==> src/rtl/word_tx_serializer.sv <==
`default_nettype none
// ============================================================================
//  Module      : word_tx_serializer
//  Description : Splits an NBITS-wide word from the debug controller into
//                NBYTES bytes and hands them one at a time to a UART
//                transmitter, using a start-pulse / done-tick handshake.
//  Revision    : 1.0 - initial release
// ----------------------------------------------------------------------------
//  Ports
//    clk           in   1           rising-edge clock
//    reset         in   1           asynchronous active-high reset
//    i_start       in   1           word-send request, held until o_done
//    i_word        in   NBITS       word to send, sampled on acceptance only
//    i_byte_done   in   1           UART tick: current byte finished
//    o_byte        out  BYTE_WIDTH  byte presented to the UART (registered)
//    o_byte_start  out  1           one-cycle send request per byte
//    o_done        out  1           one-cycle pulse after the last byte
//    o_busy        out  1           high while a word is in flight
// ============================================================================
module word_tx_serializer #(
    parameter int NBITS      = 32,
    parameter int BYTE_WIDTH = 8,
    parameter int MSB_FIRST  = 0
) (
    input  logic                  clk,
    input  logic                  reset,
    input  logic                  i_start,
    input  logic [NBITS-1:0]      i_word,
    input  logic                  i_byte_done,
    output logic [BYTE_WIDTH-1:0] o_byte,
    output logic                  o_byte_start,
    output logic                  o_done,
    output logic                  o_busy
);

    localparam int NBYTES = NBITS / BYTE_WIDTH;
    localparam int CNT_W  = (NBYTES > 1) ? $clog2(NBYTES) : 1;
    localparam logic [CNT_W-1:0] C_LAST_IDX = CNT_W'(NBYTES - 1);
    localparam logic [CNT_W-1:0] C_CNT_ONE  = CNT_W'(1);

    typedef enum logic [1:0] {
        ST_IDLE   = 2'd0,
        ST_WAIT   = 2'd1,
        ST_FINISH = 2'd2,
        ST_REARM  = 2'd3
    } state_t;

    state_t                  state_q, state_d;
    logic [CNT_W-1:0]        cnt_q, cnt_d;
    logic [NBITS-1:0]        shreg_q, shreg_d;
    logic [BYTE_WIDTH-1:0]   byte_q, byte_d;
    logic                    byte_start_q, byte_start_d;
    logic                    done_q, done_d;
    logic                    busy_q, busy_d;

    // Byte-order selection. The shift register always keeps the byte that
    // is currently on o_byte at the "outgoing" end; advancing shifts it away
    // and the new outgoing byte is read from the shifted value.
    logic [BYTE_WIDTH-1:0]   w_first_byte;
    logic [NBITS-1:0]        w_shifted;
    logic [BYTE_WIDTH-1:0]   w_next_byte;

    generate
        if (MSB_FIRST != 0) begin : g_msb_first
            assign w_first_byte = i_word[NBITS-1 -: BYTE_WIDTH];
            assign w_shifted    = shreg_q << BYTE_WIDTH;
            assign w_next_byte  = w_shifted[NBITS-1 -: BYTE_WIDTH];
        end else begin : g_lsb_first
            assign w_first_byte = i_word[BYTE_WIDTH-1:0];
            assign w_shifted    = shreg_q >> BYTE_WIDTH;
            assign w_next_byte  = w_shifted[BYTE_WIDTH-1:0];
        end
    endgenerate

    always_ff @(posedge clk or posedge reset) begin
        if (reset) begin
            state_q      <= ST_IDLE;
            cnt_q        <= '0;
            shreg_q      <= '0;
            byte_q       <= '0;
            byte_start_q <= 1'b0;
            done_q       <= 1'b0;
            busy_q       <= 1'b0;
        end else begin
            state_q      <= state_d;
            cnt_q        <= cnt_d;
            shreg_q      <= shreg_d;
            byte_q       <= byte_d;
            byte_start_q <= byte_start_d;
            done_q       <= done_d;
            busy_q       <= busy_d;
        end
    end

    always_comb begin
        state_d      = state_q;
        cnt_d        = cnt_q;
        shreg_d      = shreg_q;
        byte_d       = byte_q;
        byte_start_d = 1'b0;
        done_d       = 1'b0;
        busy_d       = busy_q;

        case (state_q)
            ST_IDLE: begin
                if (i_start) begin
                    shreg_d      = i_word;
                    cnt_d        = '0;
                    byte_d       = w_first_byte;
                    byte_start_d = 1'b1;
                    busy_d       = 1'b1;
                    state_d      = ST_WAIT;
                end
            end

            ST_WAIT: begin
                // A done tick coinciding with our own start pulse cannot
                // belong to the byte just requested, so it is dropped.
                if (i_byte_done && !byte_start_q) begin
                    if (cnt_q != C_LAST_IDX) begin
                        cnt_d        = cnt_q + C_CNT_ONE;
                        shreg_d      = w_shifted;
                        byte_d       = w_next_byte;
                        byte_start_d = 1'b1;
                    end else begin
                        done_d  = 1'b1;
                        busy_d  = 1'b0;
                        state_d = ST_FINISH;
                    end
                end
            end

            ST_FINISH: begin
                state_d = ST_REARM;
            end

            ST_REARM: begin
                // Upstream holds i_start until it sees o_done; wait for it to
                // drop so the same request is not serviced twice.
                if (!i_start) begin
                    state_d = ST_IDLE;
                end
            end

            default: begin
                state_d = ST_IDLE;
            end
        endcase
    end

    assign o_byte       = byte_q;
    assign o_byte_start = byte_start_q;
    assign o_done       = done_q;
    assign o_busy       = busy_q;

endmodule
`default_nettype wire
==> config.mk <==
export PLATFORM = sky130hd
export DESIGN_NAME = word_tx_serializer
export DESIGN_NICKNAME = d
export VERILOG_FILES = /design/src/rtl/word_tx_serializer.sv
export SDC_FILE = /design/constraint.sdc
export NUM_CORES = 1
export LEC_CHECK = 0
export BUFFER_PORTS_ARGS = -buffer_cell sky130_fd_sc_hd__buf_2
export CORE_MARGIN = 5
export CORE_UTILIZATION = 30
export CTS_BUF_LIST = sky130_fd_sc_hd__clkbuf_8 sky130_fd_sc_hd__clkbuf_16
export DETAILED_ROUTE_END_ITERATION = 12
export GPL_TIMING_DRIVEN = 0
export REMOVE_ABC_BUFFERS = 1
export SYNTH_ARGS = -nofsm -noshare
export SYNTH_HDL_FRONTEND = slang
export SYNTH_SLANG_ARGS = --single-unit
==> constraint.sdc <==
create_clock -name clk -period 2.2 [get_ports clk]
set_input_delay 0.44 -clock clk [delete_from_list [all_inputs] [get_ports clk]]
set_output_delay 0.44 -clock clk [all_outputs]
set_load 0.02 [all_outputs]
==> impl_metrics.sql <==
INSERT INTO impl_metrics (metric_group, metric, value, unit) VALUES
('status', 'result_of_the_run', 'complete, no violations', ''),
('sta', 'worst_slew_pin_slew', '0.842', 'ns'),
('drt', 'antenna_left', '0', ''),
('synthesis', 'synth-xor-area-share', '0', ''),
('clock_tree', 'cts-root-to-sink-buffers', '2', ''),
('synthesis', 'synth.ff_latch_count', '39', ''),
('global_route', 'grt_pass1_vias', '1618', ''),
('place', 'gpl.final_weighted_congestion', '0.712', ''),
('global_route', 'grt_start_max_net_pins', '40', ''),
('drt', 'totalWireLength', '4820', 'µm'),
('sta', 'grt_setup_unrepaired', 'no', ''),
('sta', 'final.min_clock_period', '2.08', 'ns'),
('synthesis', 'synth_top_cells_by_area', 'dfrtp_1, o22ai_1, buf_4', ''),
('drt', 'vias', '1484', ''),
('synthesis', 'post_synth_inst_count', '175', ''),
('clock_tree', 'clock_tree.root_cell', 'clkbuf_8', ''),
('global_route', 'grtUsageTotal', '0.122', ''),
('critical_path', 'timing.critical_path.slowest_cell_delay', '0.40', 'ns'),
('place', 'dpl.cell_count', '278', ''),
('global_route', 'grt_antenna_before_repair', '0', ''),
('place', 'placed_cell_area', '0.00212', 'mm²'),
('critical_path', 'number_of_buffers_and_inverters_on_the_critical_path', '2', ''),
('sta', 'hold_slack', '0.312', 'ns'),
('sta', 'final.setup_skew', '0.00501', 'ns'),
('clock_tree', 'clock_insertion_delay_at_the_later_pin_of_the_skew_report', '0.29', 'ns'),
('synthesis', 'synth_enable_flop_cells', '0', ''),
('global_route', 'grt_util_met3', '0.0275', ''),
('power', 'power.density_cell_area', '1500', 'mW/mm²'),
('synthesis', 'synth-simple-area-share', '0.0986', ''),
('clock_tree', 'tritoncts.num_buffers', '5', ''),
('finish', 'area_delta_synth_final', '16.1', '%'),
('global_route', 'use_met1', '0.165', ''),
('floorplanning', 'die_w', '89.9', 'µm'),
('drt', 'first_iter_violations', '104', ''),
('synthesis', 'synthesis.area', '0.00192', 'mm²'),
('critical_path', 'critical_path_required', '2.38', 'ns'),
('critical_path', 'critPathKind', 'flip-flop to flip-flop', ''),
('synthesis', 'synth-compound-area-share', '0.261', ''),
('global_route', 'grt.busiest_layer', 'met2', ''),
('critical_path', 'path_delay_family', 'compound AO/OA/AOI/OAI gates', ''),
('critical_path', 'critical_path.startpoint_type', 'flip-flop', ''),
('synthesis', 'yosys.cell_count.top_type', 'dfrtp_1', ''),
('global_route', 'grt_first_pass_wirelength', '8170', 'µm'),
('synthesis', 'yosysSeqAreaShare', '0.509', ''),
('synthesis', 'synth.distinct_cells', '32', ''),
('synthesis', 'postSynth.topFlopCell', 'dfrtp_1', ''),
('synthesis', 'synth.largest_area_cell', 'dfrtp_1', ''),
('critical_path', 'worst-endpoint-arrival', '2.25', 'ns'),
('critical_path', 'timing.critical_path.fanout_max', '16', ''),
('finish', 'fin_area', '0.00222', 'mm²'),
('finish', 'fin_cells', '285', ''),
('clock_tree', 'worst_setup_hold_path_clk_slew', '0.07', 'ns'),
('sta', 'maxSlewViolCount', '0', ''),
('floorplanning', 'die_y', '89.9', 'µm'),
('floorplanning', 'placement_rows', '29', ''),
('sta', 'fmaxAchievable', '482', 'MHz'),
('synthesis', 'post_synth_fa_ha_maj_area_fraction', '0.0457', ''),
('synthesis', 'synth.area.mux_share', '0.00523', ''),
('place', 'portBuffers', '46', ''),
('clock_tree', 'cts.htree.levels', '2', ''),
('place', 'detailedPlacementHpwl', '3140', 'µm'),
('clock_tree', 'cts_sinks', '39', ''),
('floorplanning', 'floorplan.initialDensity', '0.305', ''),
('drt', 'avgRoutedWirePerCell', '16.9', 'µm'),
('critical_path', 'critPathCaptureType', 'flip-flop', ''),
('synthesis', 'synth.yosys.warnings', '0', ''),
('synthesis', 'synthArstFlopShare', '1.00', ''),
('flow_run', 'maxCapViolations', '0', ''),
('critical_path', 'worstReg2RegStart', 'state_q[1]', ''),
('clock_tree', 'holdBufCountCts', '0', ''),
('critical_path', 'timing.critical_path.from', 'state_q[1]', '');
routing by layer:
metal	part of all wire	up-vias
met2	0.45	37
met4	0.019	0
met5	0	-
met3	0.038	8
met1	0.49	723
li1	-	716
layout make-up:
class	instances	area (µm²)
Multi-Input combinational cell	111	812
Inverter	4	15.0
Clock inverter	1	3.75
Sequential cell	39	976
Tap cell	77	96.3
Fill cell	642	4050
Timing Repair Buffer	48	253
Clock buffer	5	68.8
worst reg2reg max path, delay by kind of cell, from the launching register on:
family          cells  cell delay [ns]
simple gates        1             0.16
buf+inv             2             0.39
compound gates      2             0.58
mux                 1             0.14
flops               1             0.40
fa+ha+maj           1             0.29
path summary, 6_finish.rpt:
kind	end	slack [ns]	cells past startpoint
setup reg to reg	shreg_q[26]	0.12	7
hold reg to reg	o_busy	0.49	1
max in group asynchronous	shreg_q[29]	1.34	2
hold / removal	shreg_q[1]	0.31	2
min in group clk	shreg_q[27]	0.37	2
setup / recovery	shreg_q[26]	0.12	7
through the flow:
step	util	total power, W	setup WS [ns]
floorplan	-	0.00233	-0.832
global placement	0.335	0.00276	-2.23
detailed placement	0.338	0.00284	-0.868
CTS	0.353	0.00334	0.0309
global route	0.354	0.00358	0.00602
finish	0.354	0.00333	0.124
where the power goes:
group | internal (W) | switching [W] | leakage, nW
Sequential | 0.00103 | 0.000198 | 0.463
Combinational | 0.000677 | 0.000975 | 0.471
Clock | 0.000207 | 0.000240 | 0.0413
cell families (layout without fill, tap and decap cells):
logic type	count (synthesis)	after routing
adder cells (fa/ha/maj)	7	7
flip-flops	39	39
AO/OA/AOI/OAI	66	66
AND/OR/NAND/NOR	37	37
buffers and inverters	25	58
multiplexers	1	1
registers in the layout, summed over array words and instances (netlist names):
register      flops
shreg_q          32
cnt_q             2
state_q           2
o_busy            1
o_byte_start      1
o_done            1
cell usage in the layout, fill, tap and decap left out, types with 2 or more instances in the layout:
| cell type | instances |
|---|---|
| nand3_1 | 2 |
| nor2_1 | 10 |
| clkbuf_8 | 5 |
| o32ai_1 | 6 |
| o21ai_0 | 5 |
| inv_1 | 4 |
| buf_2 | 46 |
| nand2b_1 | 2 |
| nor4b_1 | 2 |
| dfrtp_1 | 39 |
| o22ai_1 | 16 |
| nor3_1 | 3 |
| o2bb2ai_1 | 8 |
| nor2b_1 | 9 |
| ha_1 | 6 |
| a2bb2oi_1 | 8 |
| a22o_1 | 8 |
| a21oi_1 | 7 |
| nand2_1 | 6 |
repair_timing:
action	4_1_cts	5_1_grt
setup buffers	1	0
gates resized for setup	3	2
endpoints found under the setup margin	36	34
Power figures use the tool's default switching activity.
